$ cat config.mk
export PLATFORM = sky130hd
export DESIGN_NAME = locked_reg_bank_arbiter_flat
export DESIGN_NICKNAME = d
export VERILOG_FILES = /design/src/rtl/locked_reg_bank_arbiter_if.sv /design/src/rtl/locked_reg_bank_arbiter.sv /design/src/flat_wrapper.sv
export SDC_FILE = /design/constraint.sdc
export NUM_CORES = 1
export LEC_CHECK = 0
export ABC_AREA = 1
export CORE_MARGIN = 2
export CORE_UTILIZATION = 45
export CTS_CLUSTER_SIZE = 28
export DETAILED_ROUTE_END_ITERATION = 6
export GPL_ROUTABILITY_DRIVEN = 0
export PLACE_DENSITY = 0.76
export SYNTH_ARGS = -nofsm -noshare
export SYNTH_HDL_FRONTEND = slang
export SYNTH_SLANG_ARGS = --single-unit
$ cat constraint.sdc
create_clock -name Clk -period 5.56 [get_ports Clk]
set_clock_uncertainty 0.1 [all_clocks]
set_input_delay 1.112 -clock Clk [delete_from_list [all_inputs] [get_ports Clk]]
set_output_delay 1.112 -clock Clk [all_outputs]
set_load 0.02 [all_outputs]
$ cat src/rtl/locked_reg_bank_arbiter_if.sv
// Requester-side bus of the locked register bank arbiter.
// The master side (host/debug requesters) drives requests, the slave side answers.
interface locked_reg_bank_arbiter_if #(
   parameter int AW = 2,
   parameter int DW = 16
);
   logic [1:0]    req;
   logic [AW-1:0] addr0;
   logic [AW-1:0] addr1;
   logic [DW-1:0] wdata0;
   logic [DW-1:0] wdata1;
   logic          lock0;
   logic          lock1;
   logic          trusted;
   logic          debug_mode;
   logic [1:0]    gnt;
   logic [1:0]    ack;
   logic          err;

   modport master (
      output req, addr0, addr1, wdata0, wdata1,
      output lock0, lock1, trusted, debug_mode,
      input  gnt, ack, err
   );

   modport slave (
      input  req, addr0, addr1, wdata0, wdata1,
      input  lock0, lock1, trusted, debug_mode,
      output gnt, ack, err
   );
endinterface

$ cat src/rtl/locked_reg_bank_arbiter.sv
// Two-requester round-robin arbiter owning a bank of sticky-lockable registers.
// Optional LOCK_VIOLATION_LOG_EN adds a counter/log of rejected locked writes.
module locked_reg_bank_arbiter #(
   parameter int NUM_REGS = 4,
   parameter int AW       = 2,
   parameter int DW       = 16
) (
   input  logic                   Clk,
   input  logic                   resetn,
   locked_reg_bank_arbiter_if.slave bus,
   output logic [NUM_REGS*DW-1:0] reg_q,
   output logic [NUM_REGS-1:0]    lock_q
`ifdef LOCK_VIOLATION_LOG_EN
   ,
   output logic [7:0]             viol_count,
   output logic [AW-1:0]          viol_addr
`endif
);

   typedef enum logic [1:0] {
      IDLE,
      GRANT,
      EXEC,
      RESP
   } state_t;

   state_t        state;
   state_t        state_n;
   logic          sel;
   logic          sel_n;
   logic          rr;
   logic [AW-1:0] op_addr;
   logic [DW-1:0] op_wdata;
   logic          op_lock;
   logic          err_q;
   logic          in_range;
   logic          cur_lock;
   logic          wr_ok;
   logic          op_err;
   logic [1:0]    gnt_c;
   logic [1:0]    ack_c;
   logic          err_c;

   assign bus.gnt = gnt_c;
   assign bus.ack = ack_c;
   assign bus.err = err_c;

   always_ff @(posedge Clk or negedge resetn) begin
      if (!resetn) begin
         state <= IDLE;
      end else begin
         state <= state_n;
      end
   end

   always_comb begin
      state_n = state;
      sel_n   = sel;
      gnt_c   = 2'b00;
      ack_c   = 2'b00;
      err_c   = 1'b0;
      unique case (state)
         IDLE: begin
            if (|bus.req) begin
               state_n = GRANT;
               // contention goes to the pointer, a lone request wins outright
               sel_n   = (&bus.req) ? rr : bus.req[1];
            end
         end
         GRANT: begin
            gnt_c   = {sel, ~sel};
            state_n = EXEC;
         end
         EXEC: begin
            state_n = RESP;
         end
         RESP: begin
            ack_c   = {sel, ~sel};
            err_c   = err_q;
            state_n = IDLE;
         end
         default: begin
            state_n = IDLE;
         end
      endcase
   end

   always_comb begin
      in_range = ({1'b0, op_addr} < (AW+1)'(NUM_REGS));
      cur_lock = 1'b0;
      for (int i = 0; i < NUM_REGS; i++) begin
         if (op_addr == AW'(i)) begin
            cur_lock = lock_q[i];
         end
      end
      // only a trusted debug agent in debug mode may override a lock
      wr_ok  = !cur_lock || (sel && bus.trusted && bus.debug_mode);
      op_err = !in_range || (!op_lock && !wr_ok);
   end

   always_ff @(posedge Clk or negedge resetn) begin
      if (!resetn) begin
         sel      <= 1'b0;
         rr       <= 1'b0;
         op_addr  <= '0;
         op_wdata <= '0;
         op_lock  <= 1'b0;
         err_q    <= 1'b0;
         reg_q    <= '0;
         lock_q   <= '0;
      end else begin
         sel <= sel_n;
         if (state == GRANT) begin
            op_addr  <= sel ? bus.addr1  : bus.addr0;
            op_wdata <= sel ? bus.wdata1 : bus.wdata0;
            op_lock  <= sel ? bus.lock1  : bus.lock0;
            rr       <= ~sel;
         end
         if (state == EXEC) begin
            err_q <= op_err;
            if (in_range) begin
               for (int i = 0; i < NUM_REGS; i++) begin
                  if (op_addr == AW'(i)) begin
                     if (op_lock) begin
                        lock_q[i] <= 1'b1;
                     end else if (wr_ok) begin
                        reg_q[i*DW +: DW] <= op_wdata;
                     end
                  end
               end
            end
         end
      end
   end

`ifdef LOCK_VIOLATION_LOG_EN
   logic viol;

   assign viol = in_range && !op_lock && !wr_ok;

   // count never returns to zero, so zero marks "no violation captured yet"
   always_ff @(posedge Clk or negedge resetn) begin
      if (!resetn) begin
         viol_count <= '0;
         viol_addr  <= '0;
      end else if (state == EXEC && viol) begin
         if (viol_count != 8'hFF) begin
            viol_count <= viol_count + 8'd1;
         end
         if (viol_count == 8'd0) begin
            viol_addr <= op_addr;
         end
      end
   end
`endif

endmodule

$ cat src/flat_wrapper.sv
// flat-port wrapper written by rule: the top's interface ports become plain ports
module locked_reg_bank_arbiter_flat 
#(
   parameter int NUM_REGS = 4,
   parameter int AW       = 2,
   parameter int DW       = 16
)
  (Clk, resetn, reg_q, lock_q, bus_req, bus_addr0, bus_addr1, bus_wdata0, bus_wdata1, bus_lock0, bus_lock1, bus_trusted, bus_debug_mode, bus_gnt, bus_ack, bus_err);
  locked_reg_bank_arbiter_if #(.AW(AW), .DW(DW)) bus_i ();
  input  logic Clk;
  input  logic resetn;
  output logic [NUM_REGS*DW-1:0] reg_q;
  output logic [NUM_REGS-1:0] lock_q;
  input wire logic [$bits(bus_i.req)-1:0] bus_req;
  input wire logic [$bits(bus_i.addr0)-1:0] bus_addr0;
  input wire logic [$bits(bus_i.addr1)-1:0] bus_addr1;
  input wire logic [$bits(bus_i.wdata0)-1:0] bus_wdata0;
  input wire logic [$bits(bus_i.wdata1)-1:0] bus_wdata1;
  input wire logic [$bits(bus_i.lock0)-1:0] bus_lock0;
  input wire logic [$bits(bus_i.lock1)-1:0] bus_lock1;
  input wire logic [$bits(bus_i.trusted)-1:0] bus_trusted;
  input wire logic [$bits(bus_i.debug_mode)-1:0] bus_debug_mode;
  output wire logic [$bits(bus_i.gnt)-1:0] bus_gnt;
  output wire logic [$bits(bus_i.ack)-1:0] bus_ack;
  output wire logic [$bits(bus_i.err)-1:0] bus_err;
  assign bus_i.req = bus_req;
  assign bus_i.addr0 = bus_addr0;
  assign bus_i.addr1 = bus_addr1;
  assign bus_i.wdata0 = bus_wdata0;
  assign bus_i.wdata1 = bus_wdata1;
  assign bus_i.lock0 = bus_lock0;
  assign bus_i.lock1 = bus_lock1;
  assign bus_i.trusted = bus_trusted;
  assign bus_i.debug_mode = bus_debug_mode;
  assign bus_gnt = bus_i.gnt;
  assign bus_ack = bus_i.ack;
  assign bus_err = bus_i.err;
  locked_reg_bank_arbiter #(.NUM_REGS(NUM_REGS), .AW(AW), .DW(DW)) u_core (.Clk(Clk), .resetn(resetn), .bus(bus_i), .reg_q(reg_q), .lock_q(lock_q));
endmodule
======== Word-level counts from Yosys, hierarchy flattened ========
Cells that the tools add are included.
storage, ports and cells
  bits in registers ....................... 92
  bits of input ports ..................... 44
  output and inout bits ................... 73
operators by class
  eq/ne operators ......................... 7
  mux-type cells .......................... 13
  bitwise operators ....................... 2
  reduce and logical (&&, ||, !) cells .... 20
operators with widths
  cell                  count
  $mux W16              1
  $reduce_and A4 Y1     4
  $reduce_and A3 Y1     4
  $eq A2 B2 Y1 const B  4
  $mux W2               4
  $pmux W2 S4           1
  $mux W1               7
  $eq A2 B1 Y1 const B  2
  $logic_not A2 Y1      2
  $reduce_and A2 Y1     2
  $logic_and A1 B1 Y1   3
  $logic_not A1 Y1      3
  $ne A2 B1 Y1 const B  1
  $not A1 Y1            2
  $reduce_or A2 Y1      1
  $logic_or A1 B1 Y1    1

======== Logic depth before layout (Yosys ltp) ========
Gate-level depths: netlist (run 1).
  depth in word-level cells ............... 9
  depth in mapped cells ................... 8
  gate-level depth less buffers ........... 7

======== Worst setup path before layout (run 1) ========
No wires, ideal clock.
  path kind ............................... register to output
  start ................................... register u_core.state[1]
  end ..................................... output port bus_gnt[0]
  arrival ................................. 1,430 ps
  data required time ...................... 4,348 ps
  setup slack ............................. 2,918 ps
  stages on the path, launching flop included .. 7
  path through ............................ dfrtp_1 > inv_1 > ha_1 > clkinv_1 > or2_2 > inv_1 > buf_2
between the ends
  longest elaborated chain between the ends .. 2
RTL lines
  what                    line                           text
  from (decl)             locked_reg_bank_arbiter.sv:27  state_t state;
  from (signal assigned)  locked_reg_bank_arbiter.sv:52  state <= state_n;
  $eq A2 B1 Y1            locked_reg_bank_arbiter.sv:62  unique case (state)
  $mux W2                 locked_reg_bank_arbiter.sv:62
  to (decl)               flat_wrapper.sv:23             output wire logic [$bits(bus_i.gnt)-1:0] bus_gnt;
Every way passes these cells.

======== Final worst setup path (run 1) ========
Same ends and word-level chain as after synthesis.

==> summary.txt, run 1 <==
Post-Syn Instances = 446
Detail Placement HPWL = 7.23 mm
port bufs = 116
DR pass1 iterations = 4
core area = 8760 sq um
Hold Vio Cnt, Final = 0
ANT cells = 0
CP arrival = 3180 ps
drt total wl = 10.6 mm
Post-Place Cell Area = 5160 sq um
mux contribution to synthesized area = 0
first-pass GRT wire length = 17.1 mm
Die ar. = 9830 sq um
PD cells = 635 nW/um^2
Synth cell types = 26
Least-Margin Pin Slew = 1130 ps
Worst Slack Setup Final = 1160 ps
clock power share = 0.138
max_cap viols = 0
Mapped Avg Cell Area = 9.13 sq um
DRC violations left = 0
CTS clk-pin slew, worst paths = 90 ps
Die H = 99.1 um
Top Family by Delay on Critical Path = buffers and inverters
DR vias/cell = 5.35
Flop pwr share = 0.374
CP max stage delay = 720 ps
critical path required time = 4350 ps
status = complete, no violations
Comb power frac = 0.488
worst min path class = flop to flop
DRT iter0 DRCs = 246
fraction of registers with async set/reset = 1.00
Crit Path Category = flop to output port
clk buf depth = 2
cts repair resizes = 0
area leader, netlist = dfrtp_1
reg2reg path depth = 8
relative slew slack = 0.247
startpoint types = flop
wire per inst = 16.1 um
most frequent cell after synthesis = nand2_1
Fin Setup TNS = 0 ps
Pint = 1.85 mW
die width = 99.1 um
main flop type after synthesis = dfrtp_1
Synth Area in Simple Gates = 0.336
register bit total from synthesis = 92
Hold Crit Depth = 2
Final Power = 3.41 mW
fin crit period = 4400 ps
CTS sink count = 92
Sw Ratio = 0.456
detailed-route via count = 3,528
largest net degree at the start of global routing = 93
Post-synth EDFFs = 0
post-synth top area share = 0.565
vias in the first global route = 3,404
reg2reg end = u_core.reg_q[10]
peak supply drop = 0.319 mV
hold buffers post-CTS = 0
fin crit share = 0.791
Final nets = 595
complex-gate fraction of the synthesized area = 0.0190
launching point of the worst reg2reg path = u_core.state[0]
R2R Setup Slk = 3030 ps
WP buf/inv = 4
# rows = 34
cell area after synthesis = 4070 sq um
CTS tree = built
area grow syn2layout = 31.8%
Worst Path Max Fanout = 20
Starting Density = 0.465
final core utilization = 0.613
Root Driver = clkbuf_8
Place WS = 1560 ps
synth top area cells = dfrtp_1 57%, nand2_1 18%, nand4_1 9.8%
# fillers = 772
syn nets = 494
CP cell instances = inv_1 -> ha_1 -> clkinv_1 -> or2_2 -> inv_1 -> clkdlybuf4s50_1
Leak = 2.59 nW
Synth Warn # = 0
Design Area, Final = 5370 sq um
post-CTS setup buffers = 0
largest family of logic cells by synthesized area = simple AND/OR/NAND/NOR gates
H-tree depth = 3
antenna violations before repair = 0
grt ovf = 0
Worst setup EP type = output port
CTS Buf Count = 9
Clock Latency Late Sink = 370 ps
fmax = 0.227 GHz
most used cell, CP = inv_1
Post-synth top cells = 193 x nand2_1, 92 x dfrtp_1, 64 x nand4_1, 19 x nand3_1, 14 x inv_1
P_sw = 1.56 mW
Synth Area in Adders = 0.0123
Final ANT Viol Nets = 0
RSZ-0062 raised after global routing = no
Global Route Usage Sum = 0.220
hold path start = u_core.reg_q[59]
Ports = 117
share of layout cells above drive strength 1 = 0.0525
Final Max Tran Viols = 0
CP max stage cell = clkdlybuf4s50_1
XOR/XNOR Fraction of Synth Area = 0
worst hold endpoint = u_core.reg_q[59]
post-synthesis sequential area ratio = 0.565
# setup viols final = 0
final cells by class:
cell class / count / area (sq um) / share of cell area
Multi-Input combinational cell: 311 / 1500 / 0.279
Clock buffer: 10 / 138 / 0.0256
Inverter: 16 / 60.1 / 0.0112
Tap cell: 108 / 135 / 0.0252
Clock inverter: 6 / 71.3 / 0.0133
Timing Repair Buffer: 117 / 1170 / 0.217
Sequential cell: 92 / 2300 / 0.429
stage by stage:
stage,hold slack [ps],cells
floorplan,349,446
global placement,358,644
detailed placement,360,644
CTS,382,660
global route,411,660
finish,380,660
registers in the layout (all words and copies together), names as in the netlist:
signal           cells
u_core.reg_q        64
u_core.op_addr       2
u_core.err_q         1
u_core.lock_q        4
u_core.state         2
u_core.sel           1
u_core.op_wdata     16
u_core.rr            1
u_core.op_lock       1
worst max path at each step:
stage                          startpoint    endpoint  slack [ps]  cells after the start
after floorplan           u_core.state[1]  bus_gnt[0]        2920                      6
after global placement    u_core.state[1]  bus_gnt[0]        1700                      6
after detailed placement  u_core.state[1]  bus_gnt[0]        1560                      6
after CTS                 u_core.state[1]  bus_gnt[0]        1150                      6
after global routing      u_core.state[1]  bus_gnt[0]         870                      6
final                     u_core.state[1]  bus_gnt[0]        1160                      6
worst register-to-register path: cells and delay by family (launching register included):
| family | cells | cell delay [ps] |
|---|---|---|
| simple gates | 4 | 950 |
| fa+ha+maj | 1 | 180 |
| buf+inv | 3 | 770 |
| flops | 1 | 410 |
power groups by stage:
stage / clock, mW / sequential [mW] / combinational [mW]
final: 0.472 / 1.27 / 1.66
after global routing: 0.506 / 1.31 / 1.82
after CTS: 0.477 / 1.27 / 1.68
after detailed placement: 0 / 1.28 / 1.67
after global placement: 0 / 1.27 / 1.63
after floorplan: 0 / 1.47 / 0.872
metal layers:
metal | vias up | track usage | wire, um
met3 | 13 | 0.0365 | 677
met4 | 0 | 0.0748 | 197
met5 | - | 0 | 0
met2 | 125 | 0.347 | 4980
li1 | 1688 | - | -
met1 | 1702 | 0.313 | 4740
layout by cell type, fill, tap and decap left out, types with 3 or more instances in the layout:
| cell type | n |
|---|---|
| nand4_1 | 64 |
| inv_1 | 14 |
| nor2_1 | 7 |
| a21o_1 | 3 |
| nand3_2 | 3 |
| ha_1 | 4 |
| clkdlybuf4s50_1 | 115 |
| nand2_1 | 193 |
| dfrtp_1 | 92 |
| nand3_1 | 19 |
| clkbuf_8 | 10 |
| o21ai_0 | 4 |
cells by family after synthesis:
family                   after synthesis
AND/OR/NAND/NOR                      295
flip-flops                            92
adder cells (fa/ha/maj)                4
AO/OA/AOI/OAI                         12
buffers and inverters                 43
Note: power is estimated with default switching activity, not from simulation.
==> run 2: changes to the inputs <==
Clock period 5.56 ns to 4.57 ns, I/O delays scaled along.
==> run 2 against run 1 <==
  * Global-route usage grew 0.29 points
  * Critical path depth did not move
  * Setup slack lost 320 ps
  * First-iteration DRC count decreased by 21%
  * Highest routed layer unchanged
  * Non-clock buffer count is 1 higher
  * Sequential cell count stayed put
  * Design area shrank 1.0%
  * Via count decreased by 0.71%
  * Combinational power increased by 22%
  * Clock-buffer cell count is the same
  * Critical endpoint unchanged
  * Utilization is 0.64 points lower
  * Worst hold slack got worse by 3.6 ps
==> summary.txt, run 2 (same netlist as run 1, synthesis figures left out) <==
status = complete, no violations
commonest non-fill, non-tap cell in the layout = nand2_1
share of layout cells above drive strength 1 = 0.0473
met2 wire len = 5.00 mm
M1 wire length = 4.62 mm
most frequent cells in the layout = 193 x nand2_1, 115 x clkdlybuf4s50_1, 92 x dfrtp_1
CTS sink count = 92
wire per inst = 15.9 um
fin crit share = 0.815
Worst setup EP type = output port
DR vias/cell = 5.32
first-pass GRT wire length = 17.3 mm
H-tree depth = 3
max_cap viols = 0
met3 routed WL = 725 um
peak supply drop = 0.367 mV
CTS tree = built
Largest register FFs = 64
Clock Latency Late Sink = 350 ps
fmax = 0.269 GHz
CP cell instances = inv_1 -> ha_1 -> clkinv_1 -> or2_2 -> inv_1 -> clkdlybuf4s50_1
DR pass1 iterations = 4
CTS clk-pin slew, worst paths = 80 ps
PD cells = 756 nW/um^2
Least-Margin Pin Slew = 1130 ps
Fin Setup TNS = 0 ps
# rows = 34
CP max stage delay = 600 ps
Final ANT Viol Nets = 0
Top Family by Delay on Critical Path = buffers and inverters
CTS Buf Count = 9
Die ar. = 9830 sq um
startpoint types = flop
antenna violations before repair = 0
Starting Density = 0.465
drt total wl = 10.5 mm
port bufs = 116
Leak = 2.57 nW
Hold Vio Cnt, Final = 0
Worst Path Max Fanout = 18
relative slew slack = 0.246
Global Route Usage Sum = 0.223
most used cell, CP = inv_1
# fillers = 786
Final Max Tran Viols = 0
CP max stage cell = clkdlybuf4s50_1
Final nets = 596
ANT cells = 0
Detail Placement HPWL = 7.31 mm
top sig layer = met4
worst min path class = flop to flop
Ports = 117
largest net degree at the start of global routing = 93
grt ovf = 0
DRC violations left = 0
detailed-route via count = 3,503
clk buf depth = 2
RSZ-0062 raised after global routing = no
area grow syn2layout = 30.4%
CP arrival = 2710 ps
# setup viols final = 0
Worst Slack Setup Final = 846 ps
cts repair resizes = 0
hold buffers post-CTS = 0
critical path required time = 3560 ps
Crit Path Category = flop to output port
post-CTS setup buffers = 0
core area = 8760 sq um
die width = 99.1 um
Place WS = 1230 ps
vias in the first global route = 3,386
WP buf/inv = 4
Largest regs = u_core.reg_q (64), u_core.op_wdata (16), u_core.lock_q (4)
fin crit period = 3720 ps
final core utilization = 0.606
Most flops, register = u_core.reg_q
Root Driver = clkbuf_8
Die H = 99.1 um
DRT iter0 DRCs = 194
[run 2: cell count changes in the layout (fill, tap and decap cells not counted)]
cell,change
inv_6,-2
clkinvlp_4,-1
bufinv_16,-1
clkbuf_1,+1
clkinv_2,+2
clkbuf_8,-1
clkinv_4,-1
buf_4,+1
[run 2: final timing paths]
kind | startpoint | to | slack (ps) | cells after the start
max | u_core.state[1] | bus_gnt[0] | 850 | 6
min | u_core.reg_q[26] | u_core.reg_q[26] | 380 | 2
max reg2reg | u_core.state[0] | u_core.reg_q[55] | 1930 | 7
min reg2reg | u_core.reg_q[26] | u_core.reg_q[26] | 380 | 2
max in group asynchronous | resetn | u_core.lock_q[3] | 3000 | 1
min in group asynchronous | resetn | u_core.reg_q[29] | 680 | 1
[run 2: report_power, final]
| group | switching (mW) | internal (mW) |
|---|---|---|
| registers | 0.363 | 1.20 |
| logic | 1.23 | 0.794 |
| clock network | 0.253 | 0.187 |
[run 2: layout make-up]
type | instances | area (sq um) | share of cell area
inverters | 16 | 60.1 | 0.0113
repair buffers | 118 | 1170 | 0.221
well taps | 108 | 135 | 0.0254
multi-input cells | 311 | 1500 | 0.282
clock inverters | 3 | 17.5 | 0.00330
clock buffers | 10 | 128 | 0.0240
flip-flops and latches | 92 | 2300 | 0.433
[run 2: worst register-to-register path, stage by stage, from the launching register on]
cell and delay [ps]:
dfrtp_1 410, inv_1 110, ha_1 180, inv_1 90, nor2_4 860, nand3_2 540, nand2_1 180, nand2_1 70
[run 2: per-stage QoR]
stage	power [mW]	instance area, sq um	std cells	hold WS, ps
after detailed placement	3.60	5170	645	361
after global placement	3.54	5170	645	356
after global routing	4.30	5310	658	399
after CTS	4.05	5310	658	379
after floorplan	2.85	4070	446	349
final	4.02	5310	658	377
[run 2: metal layers]
metal	GRT usage	vias to the layer above
met5	0	-
met3	0.0464	11
li1	-	1692
met1	0.309	1659
met4	0.0632	0
met2	0.360	141
